<file path="src/rtl/crc_appender_if.sv">
// Serial bit-stream bundle around the CRC framing stage: upstream bit/flags,
// downstream bit/last and the debug CRC view.
interface crc_appender_if;
  localparam int unsigned CRC_W = 16;

  logic             in_valid;
  logic             in_bit;
  logic             in_sof;
  logic             in_eof;
  logic             in_ready;
  logic             output_data;
  logic             out_valid;
  logic             out_last;
  logic [CRC_W-1:0] crc_value;

  // Environment side: presents upstream bits, observes the framed stream.
  modport master (
    output in_valid, in_bit, in_sof, in_eof,
    input  in_ready, output_data, out_valid, out_last, crc_value
  );

  // Framing stage side.
  modport slave (
    input  in_valid, in_bit, in_sof, in_eof,
    output in_ready, output_data, out_valid, out_last, crc_value
  );
endinterface

</file>
<file path="src/rtl/crc_appender.sv">
// Serial CRC-16 framing stage: passes bits through with one cycle of latency,
// folds covered bits into the CRC and appends the CRC MSB-first after the frame.
module crc_appender #(
  parameter logic [15:0] POLY    = 16'h1021,
  parameter logic [15:0] INIT    = 16'hFFFF,
  parameter logic [15:0] XOR_OUT = 16'h0000
) (
  input  logic           clock,
  input  logic           reset,
  input  logic           trigger,
  crc_appender_if.slave  bus
);

  localparam int unsigned CRC_W = 16;
  localparam int unsigned CNT_W = 4;

  typedef enum logic [1:0] {
    IDLE    = 2'd0,
    PAYLOAD = 2'd1,
    APPEND  = 2'd2
  } state_t;

  state_t           state, state_d;
  logic [CRC_W-1:0] crc, crc_d;
  logic [CRC_W-1:0] shreg, shreg_d;
  logic [CNT_W-1:0] cnt, cnt_d;
  logic             data_q, data_d;
  logic             valid_q, valid_d;
  logic             last_q, last_d;
  logic             ready_c;
  logic             accept;
  logic [CRC_W-1:0] crc_next;

  // One serial step of the MSB-first CRC shift register.
  function automatic logic [CRC_W-1:0] crc_step(input logic [CRC_W-1:0] c, input logic b);
    return {c[CRC_W-2:0], 1'b0} ^ ((c[CRC_W-1] ^ b) ? POLY : CRC_W'(0));
  endfunction

  assign ready_c      = trigger & (state != APPEND);
  assign accept       = bus.in_valid & ready_c;
  assign bus.in_ready = ready_c;

  // Next-state and next-output logic; trigger low leaves everything in place.
  always_comb begin
    state_d  = state;
    crc_d    = crc;
    shreg_d  = shreg;
    cnt_d    = cnt;
    data_d   = data_q;
    valid_d  = 1'b0;
    last_d   = 1'b0;
    crc_next = crc_step(((state == IDLE) || bus.in_sof) ? INIT : crc, bus.in_bit);

    case (state)
      IDLE, PAYLOAD: begin
        if (accept) begin
          data_d  = bus.in_bit;
          valid_d = 1'b1;
          // Uncovered bits in IDLE (preamble, stray eof) only pass through.
          if (bus.in_sof || (state == PAYLOAD)) begin
            crc_d = crc_next;
            if (bus.in_eof) begin
              shreg_d = crc_next ^ XOR_OUT;
              cnt_d   = CNT_W'(CRC_W - 1);
              state_d = APPEND;
            end else begin
              state_d = PAYLOAD;
            end
          end
        end
      end

      APPEND: begin
        if (trigger) begin
          data_d  = shreg[CRC_W-1];
          valid_d = 1'b1;
          shreg_d = {shreg[CRC_W-2:0], 1'b0};
          cnt_d   = CNT_W'(cnt - CNT_W'(1));
          if (cnt == '0) begin
            last_d  = 1'b1;
            cnt_d   = '0;
            crc_d   = INIT;
            state_d = IDLE;
          end
        end
      end

      default: state_d = IDLE;
    endcase
  end

  // State and output registers with synchronous active-low reset.
  always_ff @(posedge clock) begin
    if (!reset) begin
      state   <= IDLE;
      crc     <= INIT;
      shreg   <= '0;
      cnt     <= '0;
      data_q  <= 1'b0;
      valid_q <= 1'b0;
      last_q  <= 1'b0;
    end else begin
      state   <= state_d;
      crc     <= crc_d;
      shreg   <= shreg_d;
      cnt     <= cnt_d;
      data_q  <= data_d;
      valid_q <= valid_d;
      last_q  <= last_d;
    end
  end

  assign bus.output_data = data_q;
  assign bus.out_valid   = valid_q;
  assign bus.out_last    = last_q;
  assign bus.crc_value   = crc;

endmodule
</file>
<file path="src/flat_wrapper.sv">
// flat-port wrapper written by rule: the top's interface ports become plain ports
module crc_appender_flat 
#(
  parameter logic [15:0] POLY    = 16'h1021,
  parameter logic [15:0] INIT    = 16'hFFFF,
  parameter logic [15:0] XOR_OUT = 16'h0000
)
  (clock, reset, trigger, bus_in_valid, bus_in_bit, bus_in_sof, bus_in_eof, bus_in_ready, bus_output_data, bus_out_valid, bus_out_last, bus_crc_value);
  crc_appender_if bus_i ();
  input  logic clock;
  input  logic reset;
  input  logic trigger;
  input wire logic [$bits(bus_i.in_valid)-1:0] bus_in_valid;
  input wire logic [$bits(bus_i.in_bit)-1:0] bus_in_bit;
  input wire logic [$bits(bus_i.in_sof)-1:0] bus_in_sof;
  input wire logic [$bits(bus_i.in_eof)-1:0] bus_in_eof;
  output wire logic [$bits(bus_i.in_ready)-1:0] bus_in_ready;
  output wire logic [$bits(bus_i.output_data)-1:0] bus_output_data;
  output wire logic [$bits(bus_i.out_valid)-1:0] bus_out_valid;
  output wire logic [$bits(bus_i.out_last)-1:0] bus_out_last;
  output wire logic [$bits(bus_i.crc_value)-1:0] bus_crc_value;
  assign bus_i.in_valid = bus_in_valid;
  assign bus_i.in_bit = bus_in_bit;
  assign bus_i.in_sof = bus_in_sof;
  assign bus_i.in_eof = bus_in_eof;
  assign bus_in_ready = bus_i.in_ready;
  assign bus_output_data = bus_i.output_data;
  assign bus_out_valid = bus_i.out_valid;
  assign bus_out_last = bus_i.out_last;
  assign bus_crc_value = bus_i.crc_value;
  crc_appender #(.POLY(POLY), .INIT(INIT), .XOR_OUT(XOR_OUT)) u_core (.clock(clock), .reset(reset), .trigger(trigger), .bus(bus_i));
endmodule
</file>
<file path="config.mk">
export PLATFORM = sky130hd
export DESIGN_NAME = crc_appender_flat
export DESIGN_NICKNAME = d
export VERILOG_FILES = /design/src/rtl/crc_appender_if.sv /design/src/rtl/crc_appender.sv /design/src/flat_wrapper.sv
export SDC_FILE = /design/constraint.sdc
export NUM_CORES = 1
export LEC_CHECK = 0
export CORE_MARGIN = 3
export CORE_UTILIZATION = 49
export DETAILED_ROUTE_END_ITERATION = 8
export GPL_TIMING_DRIVEN = 0
export HOLD_SLACK_MARGIN = 0.06
export PLACE_DENSITY_LB_ADDON = 0.3
export SLEW_MARGIN = 20
export SYNTH_ARGS = -nofsm -noshare
export SYNTH_HDL_FRONTEND = slang
export SYNTH_SLANG_ARGS = --single-unit
</file>
<file path="constraint.sdc">
create_clock -name clock -period 1.7 [get_ports clock]
set_input_delay 0.51 -clock clock [delete_from_list [all_inputs] [get_ports clock]]
set_output_delay 0.51 -clock clock [all_outputs]
set_load 0.01 [all_outputs]
</file>
After elaboration in Yosys (flattened, before gate mapping)
Index checks and enable logic that the tools add are counted.

word-level totals
  register bits = 41
  bits in latches = 0
  RAM bits = 0
  bits in read-only memories = 0
  input bits = 7
  output and inout bits = 20
  word-level logic and storage cells = 62
  memories kept = 0

operators by class
  $add $sub $neg = 1
  $mul = 0
  divide/modulo/power cells = 0
  magnitude comparators = 0
  equal/unequal tests = 8
  shift-type cells = 0
  mux-type cells = 31
  bitwise gates (word level) = 4
  reductions and logical operators = 11

operators with widths
  cell                   number
  $mux W16               9
  $pmux W16 S2           2
  $mux W4                5
  $xor A16 B16 Y16       1
  $mux W13               1
  $mux W2                5
  $reduce_and A5 Y1      2
  $pmux W4 S2            1
  $ne A2 B1 Y1 const B   3
  $ne A2 B2 Y1 const B   3
  $reduce_and A3 Y1      2
  $mux W1                5
  $logic_not A4 Y1       1
  $pmux W1 S2            2
  $pmux W2 S2            1
  $reduce_and A4 Y1      1
  $sub A4 B1 Y4 const B  1
  $and A1 B1 Y1          2
  $eq A2 B1 Y1 const B   1
  $eq A2 B2 Y1 const B   1
  $logic_not A2 Y1       1
  $logic_or A1 B1 Y1     2
  $reduce_bool A2 Y1     1
  $reduce_or A2 Y1       1
  $xor A1 B1 Y1          1

Longest topological paths before layout
Gate-level depths: netlist of the first run.

  depth in word-level cells = 10
  depth in mapped cells = 7
  gate-level depth less buffers = 4

Worst setup path after synthesis of the first run
No wires, ideal clock.

  path kind = reg-to-output
  start = register u_core.state[0]
  end = output port bus_in_ready
  arrival = 1.210 ns
  required time = 1.190 ns
  slack = -0.020 ns
  stages on the path, launching flop included = 6
  path buffers = 3
  path through = dfxtp_1 -> buf_4 -> nand2b_1 -> buf_2 -> buf_2 -> and2_1

on the way
  longest elaborated chain between the ends = 2

RTL lines
  item                      RTL line             text
  start: declaration        crc_appender.sv:23   state_t state, state_d;
  start signal: assignment  crc_appender.sv:103  state <= state_d;
  $ne A2 B2 Y1              crc_appender.sv:39   assign ready_c = trigger & (state != APPEND);
  $and A1 B1 Y1             crc_appender.sv:39
  end: declaration          flat_wrapper.sv:17   output wire logic [$bits(bus_i.in_ready)-1:0] bus_in_ready;

Every way passes these cells.

Worst setup path after layout of the first run
  start = register u_core.crc[15], in the netlist u_core.bus.crc_value[15]
  end = output port bus_crc_value[15]

RTL lines
  item                      RTL line             text
  start: declaration        crc_appender.sv:24   logic [CRC_W-1:0] crc, crc_d;
  start signal: assignment  crc_appender.sv:104  crc <= crc_d;
  end: declaration          flat_wrapper.sv:21   output wire logic [$bits(bus_i.crc_value)-1:0] bus_crc_value;

No word-level cell between the ends.

==> impl_metrics.toml, run 1 <==
[timing]
rsz0062_at_grt = "no"
fin_skew_ns = 0.00340
setup_violations = 0
slew_violations = 0
hold_viol_final = 0
finalCriticalPeriod_ns = 1.68
whs_ns = 0.461
tightestPinTransition_ns = 0.632
slew_headroom = 0.579
timing.final.ws_setup_ns = 0.0242
tns_ns = 0
period_share = 0.986
fmaxAchievable_mhz = 597

[global_route]
overflow = 0
antenna_found_initial = 0
grt_max_degree = 14
grt_usage = 0.208
grt_pass1_wl_um = 8370
first_global_vias = 1770

[layout]
drive_above_1_share = 0.327
syn_to_final_growth_pct = 26.8
finish.utilization = 0.674
antennaDiodeCount = 0
nNetsFinal = 263

[placed_design]
place_ws_ns = -0.635
place_congestion = 0.828
dp_hpwl_um = 3280
port_buffers = 25

[route]
drc = 0
initialDrtViolationCount = 107
wirelength_um = 4830
firstDrtPassIters = 4
routed_via_density = 5.85
vias = 1784
ant_nets = 0
wl_per_cell_um = 15.8

[setup_path]
cpMaxStageDelayCell = "clkdlybuf4s50_1"
crit_buf_inv = 1
path_class = "flip-flop to primary output"
critPathRequiredTime_ns = 1.19
path_max_fanout = 2
start_kind = "flip-flop"
max_stage_delay_ns = 0.54
path_cells = "clkdlybuf4s50_1"
critPathTopFamily = "buffers and inverters"
crit_arrival_ns = 1.17
crit_path_end_kind = "primary output"

[worst_hold_path]
hp-class = "flip-flop to flip-flop"

[logic_synthesis]
synthesis.area_um2 = 2030
synthTopCellsByArea = "dfxtp_1 40%, o211ai_2 6.2%, nand2_1 5.5%"
ys_seq_area_frac = 0.404
yosys_warnings = 0
synth_edf_count = 0
syn_nets = 222
yosys.area.top_type = "dfxtp_1"
synthCells = 215
synthFlopType = "dfxtp_1"
async_flop_share = 0
synthMostInstantiatedCell = "dfxtp_1"
ys_types = 48
synthTopCellsByCount = "41 x dfxtp_1, 30 x nand2_1, 20 x nor2_1"
yosysTopAreaCellShare = 0.404
syn_avg_cell_area_um2 = 9.45
ys_ff_latch = 41

[cts]
clk_pin_slew_ns = 0.08
cts_buffers = 5
htree_num_levels = 2
cts_root_buf = "clkbuf_8"
cts_tree = "built"
cts_sinks = 41
insertion_delay_ns = 0.30
cts_buffer_depth = 2

[power_and_ir_drop]
power_frac_clock = 0.366
p_per_area_nw_per_um2 = 880
comb_power_share = 0.160
p_switching_uw = 600
ir_worst_vdd_v = 0.000478
power_frac_seq = 0.475
p_leak_nw = 0.953
p_int_mw = 1.67
p_sw_frac = 0.265

[flow_run]
drv_cap = 0

[floorplan]
dieWidth_um = 70.4
die_h_um = 70.4
placementRows = 22
pin_count = 27
die_area_um2 = 4960
core_um2 = 3830
start_util = 0.531

[outcome]
status = "finished, final reports clean"
==> state kept, by name, summed over array words and instances, names as in the netlist <==
register and count:
u_core.bus.output_data 1, u_core.bus.out_valid 1, u_core.state 2, u_core.bus.crc_value 16, u_core.shreg 16, u_core.cnt 4
u_core.bus.out_last 1
==> per-layer routing <==
layer / vias to the layer above / global-route usage / wire (um)
li1: 868 / - / -
met1: 868 / 0.270 / 2250
met2: 38 / 0.341 / 2310
met3: 10 / 0.0403 / 169
met4: 0 / 0.0766 / 100
met5: - / 0 / 0
==> layout make-up <==
cell class / instances / area, um2
fillers: 319 / 1250
clock buffers: 6 / 82.6
clock inverters: 2 / 37.5
multi-input cells: 152 / 1090
plain buffers: 19 / 160
well taps: 48 / 60.1
repair buffers: 36 / 309
inverters: 1 / 3.75
flip-flops and latches: 41 / 837
==> path summary, 6_finish.rpt <==
kind	from	endpoint	slack (ns)	cells past startpoint
worst max-delay path	u_core.bus.crc_value[15]$_SDFFE_PN1P_	bus_crc_value[15]	0.02	1
worst min register to register	u_core.shreg[1]$_SDFFE_PN0P_	u_core.shreg[1]$_SDFFE_PN0P_	0.46	2
worst max register to register	u_core.state[0]$_SDFFE_PN0P_	u_core.bus.crc_value[4]$_SDFFE_PN1P_	0.07	6
worst min-delay path	u_core.shreg[1]$_SDFFE_PN0P_	u_core.shreg[1]$_SDFFE_PN0P_	0.46	2
==> repair_timing <==
action,4_1_cts,5_1_grt
buffers inserted,10,0
pin swaps,2,4
endpoints found under the setup margin,50,27
endpoints found under the hold margin,0,0
hold buffers,0,0
gates cloned,1,0
resized for setup,46,13
==> power by group through the flow <==
stage / registers, mW / logic, mW / clock network (mW)
4_1_cts: 1.08 / 0.362 / 0.841
6_report: 1.08 / 0.362 / 0.829
2_1_floorplan: 1.09 / 0.221 / 0
3_3_place_gp: 1.09 / 0.346 / 0
5_1_grt: 1.09 / 0.400 / 0.867
3_5_place_dp: 1.09 / 0.350 / 0
==> placed cells by master, fill, tap and decap left out, drive strengths merged, types with 2 or more instances in the layout <==
| master | count |
|---|---|
| clkdlybuf4s50 | 6 |
| a211o | 3 |
| nand3 | 4 |
| and3 | 2 |
| dfxtp | 41 |
| a211oi | 4 |
| xor2 | 3 |
| buf | 25 |
| a21oi | 21 |
| o2111ai | 2 |
| nand2 | 30 |
| nor2 | 20 |
| a311oi | 2 |
| dlygate4sd2 | 16 |
| nor4 | 2 |
| and2 | 2 |
| nand2b | 2 |
| o221ai | 13 |
| o21ai | 7 |
| xnor2 | 2 |
| clkbuf | 13 |
| nor2b | 2 |
| o31ai | 2 |
| o211ai | 13 |
==> stage by stage <==
| step | area, um2 | power (mW) | std cells |
|---|---|---|---|
| 2_1_floorplan | 2030 | 1.31 | 215 |
| 3_3_place_gp | 2340 | 1.44 | 288 |
| 3_5_place_dp | 2340 | 1.44 | 288 |
| 4_1_cts | 2580 | 2.28 | 307 |
| 5_1_grt | 2580 | 2.35 | 305 |
| 6_report | 2580 | 2.27 | 305 |
==> logic make-up (layout without fill, tap and decap cells) <==
| family | Yosys count | in the layout | synth area share |
|---|---|---|---|
| compound gates | 74 | 74 | 0.323 |
| simple gates | 71 | 71 | 0.166 |
| flops | 41 | 41 | 0.404 |
| buf+inv | 22 | 64 | 0.0751 |
| xor+xnor | 5 | 5 | 0.0216 |
| mux | 2 | 2 | 0.0105 |
(Power assumes the default switching activity.)
==> run 2: changes to the inputs <==
--- a/config.mk
+++ b/config.mk
@@ -10,7 +10,7 @@
 export DETAILED_ROUTE_END_ITERATION = 8
 export GPL_TIMING_DRIVEN = 0
 export HOLD_SLACK_MARGIN = 0.06
-export PLACE_DENSITY_LB_ADDON = 0.3
+export PLACE_DENSITY = 0.79
 export SLEW_MARGIN = 20
 export SYNTH_ARGS = -nofsm -noshare
 export SYNTH_HDL_FRONTEND = slang
==> run 2 against run 1 <==
  * Register-to-register slack better by 0.06 ns
  * Clock power fell by 2%
  * Cell count increased by 0.66%
  * First-iteration DRC count is 32% lower
  * Largest power group unchanged
==> impl_metrics.toml, run 2 (synthesis gave the netlist of run 1 again) <==
[power_and_ir_drop]
p_int_mw = 1.68
p_sw_frac = 0.258
p_switching_uw = 584
power_frac_seq = 0.475
comb_power_share = 0.167
p_leak_nw = 0.990
ir_worst_vdd_v = 0.000630
power_frac_clock = 0.358
finalPower_mw = 2.27
p_per_area_nw_per_um2 = 858

[cts]
cts_sinks = 41
cts_buffers = 5
htree_num_levels = 2
cts_root_buf = "clkbuf_8"
clk_pin_slew_ns = 0.08
cts_buffer_depth = 2
insertion_delay_ns = 0.29
postCtsHoldBufs = 0
cts_tree = "built"

[route]
initialDrtViolationCount = 73
firstDrtPassIters = 4
drc = 0
wirelength_um = 4890
wl_per_cell_um = 15.9
routed_via_density = 5.66
vias = 1739
ant_nets = 0

[timing]
fmaxAchievable_mhz = 604
fin_skew_ns = 0.00664
rsz0062_at_grt = "no"
tns_ns = 0
setup_violations = 0
hold_viol_final = 0
tightestPinTransition_ns = 0.624
timing.final.ws_setup_ns = 0.0448
period_share = 0.974
slew_headroom = 0.584
slew_violations = 0
finalCriticalPeriod_ns = 1.66

[layout]
drive_above_1_share = 0.332
mostFrequentLayoutCells = "29 x nand2_1, 28 x dfxtp_1, 20 x nor2_1, 16 x dlygate4sd2_1"
final_cells = 307
fin_area_um2 = 2640
nNetsFinal = 265
fillers = 312
multi_input_area_um2 = 1100
syn_to_final_growth_pct = 30.0
antennaDiodeCount = 0
regArea_um2 = 837
final_common_cell = "nand2_1"

[setup_path]
r2r_cells = 6
path_common_cell = "buf_6"
crit_buf_inv = 2
cpMaxStageDelayCell = "dfxtp_2"
critPathRequiredTime_ns = 1.19
path_class = "flip-flop to primary output"
max_stage_delay_ns = 0.33
path_cells = "buf_6, nand2b_4, and2_4, buf_6"
r2r_end = "u_core.bus.crc_value[7]$_SDFFE_PN1P_"
cp-startpoint = "u_core.state[0]$_SDFFE_PN0P_"
crit_arrival_ns = 1.15
regToRegStartpoint = "u_core.state[0]$_SDFFE_PN0P_"
start_kind = "flip-flop"
critPathTopFamily = "flip-flops"
path_max_fanout = 4
rrSetupSlack_ns = 0.13
crit_path_end_kind = "primary output"

[floorplan]
die_h_um = 70.4
placementRows = 22
pin_count = 27
die_area_um2 = 4960
start_util = 0.531
dieWidth_um = 70.4
core_um2 = 3830

[global_route]
grt_max_degree = 13
first_global_vias = 1644
antenna_found_initial = 0
grt_pass1_wl_um = 7780
overflow = 0
grt_usage = 0.194

[outcome]
status = "finished, final reports clean"

[worst_hold_path]
hold_path.startpoint = "u_core.shreg[3]$_SDFFE_PN0P_"
min_path_cells = 2
hp-class = "flip-flop to flip-flop"
hold_end = "u_core.shreg[3]$_SDFFE_PN0P_"

[placed_design]
place_congestion = 0.799
postPlaceCellArea_um2 = 2340
place_inst = 288
place_ws_ns = -0.624
dp_hpwl_um = 3250
port_buffers = 25

[flow_run]
drv_cap = 0
-- run 2: worst max path at each step --
| stage | end | cells after the start | slack [ns] |
|---|---|---|---|
| finish | bus_in_ready | 4 | 0.04 |
| global route | bus_crc_value[15] | 1 | 0.003 |
| CTS | bus_in_ready | 6 | -0.16 |
| detailed placement | u_core.bus.crc_value[3]$_SDFFE_PN1P_ | 6 | -0.62 |
| global placement | u_core.bus.crc_value[4]$_SDFFE_PN1P_ | 6 | -0.63 |
| floorplan | bus_in_ready | 5 | 0.04 |
-- run 2: what timing repair did --
| item | CTS | global route |
|---|---|---|
| resized for setup | 47 | 15 |
| gates cloned | 1 | 3 |
| pin swaps | 1 | 5 |
| setup buffers | 5 | 5 |
| endpoints found under the setup margin | 50 | 24 |
-- run 2: final cells by class --
type / instances / area share
clock buffer: 7 / 0.0327
buffer: 19 / 0.0620
sequential: 41 / 0.317
clock inverter: 1 / 0.0114
multi-input combinational: 152 / 0.417
inverter: 1 / 0.00142
tap: 48 / 0.0227
timing repair buffer: 38 / 0.136
-- run 2: per-stage QoR --
stage / utilization / hold WS [ns]
after detailed placement: 0.613 / 0.445
after global routing: 0.691 / 0.474
after floorplan: - / 0.432
after global placement: 0.613 / 0.439
final: 0.691 / 0.459
after CTS: 0.664 / 0.455
-- run 2: power by group through the flow --
stage               Clock [mW]  Combinational [mW]  Sequential, mW
floorplan                    0               0.221            1.09
global placement             0               0.344            1.09
detailed placement           0               0.349            1.09
CTS                      0.812               0.352            1.08
global route             0.870               0.415            1.09
finish                   0.811               0.379            1.08
-- run 2: metal layers --
| layer | share of wire | vias to the layer above | wire, um | global-route usage |
|---|---|---|---|---|
| li1 | - | 880 | - | - |
| met1 | 0.46 | 815 | 2230 | 0.253 |
| met2 | 0.49 | 33 | 2400 | 0.308 |
| met3 | 0.035 | 11 | 172 | 0.0518 |
| met4 | 0.017 | 0 | 82 | 0.0660 |
| met5 | 0 | - | 0 | 0 |
-- run 2: tightest hold or removal path, stage by stage, from the launching register on --
cell and delay [ns]:
dfxtp_1 0.32, nand2_1 0.05, a21oi_1 0.05
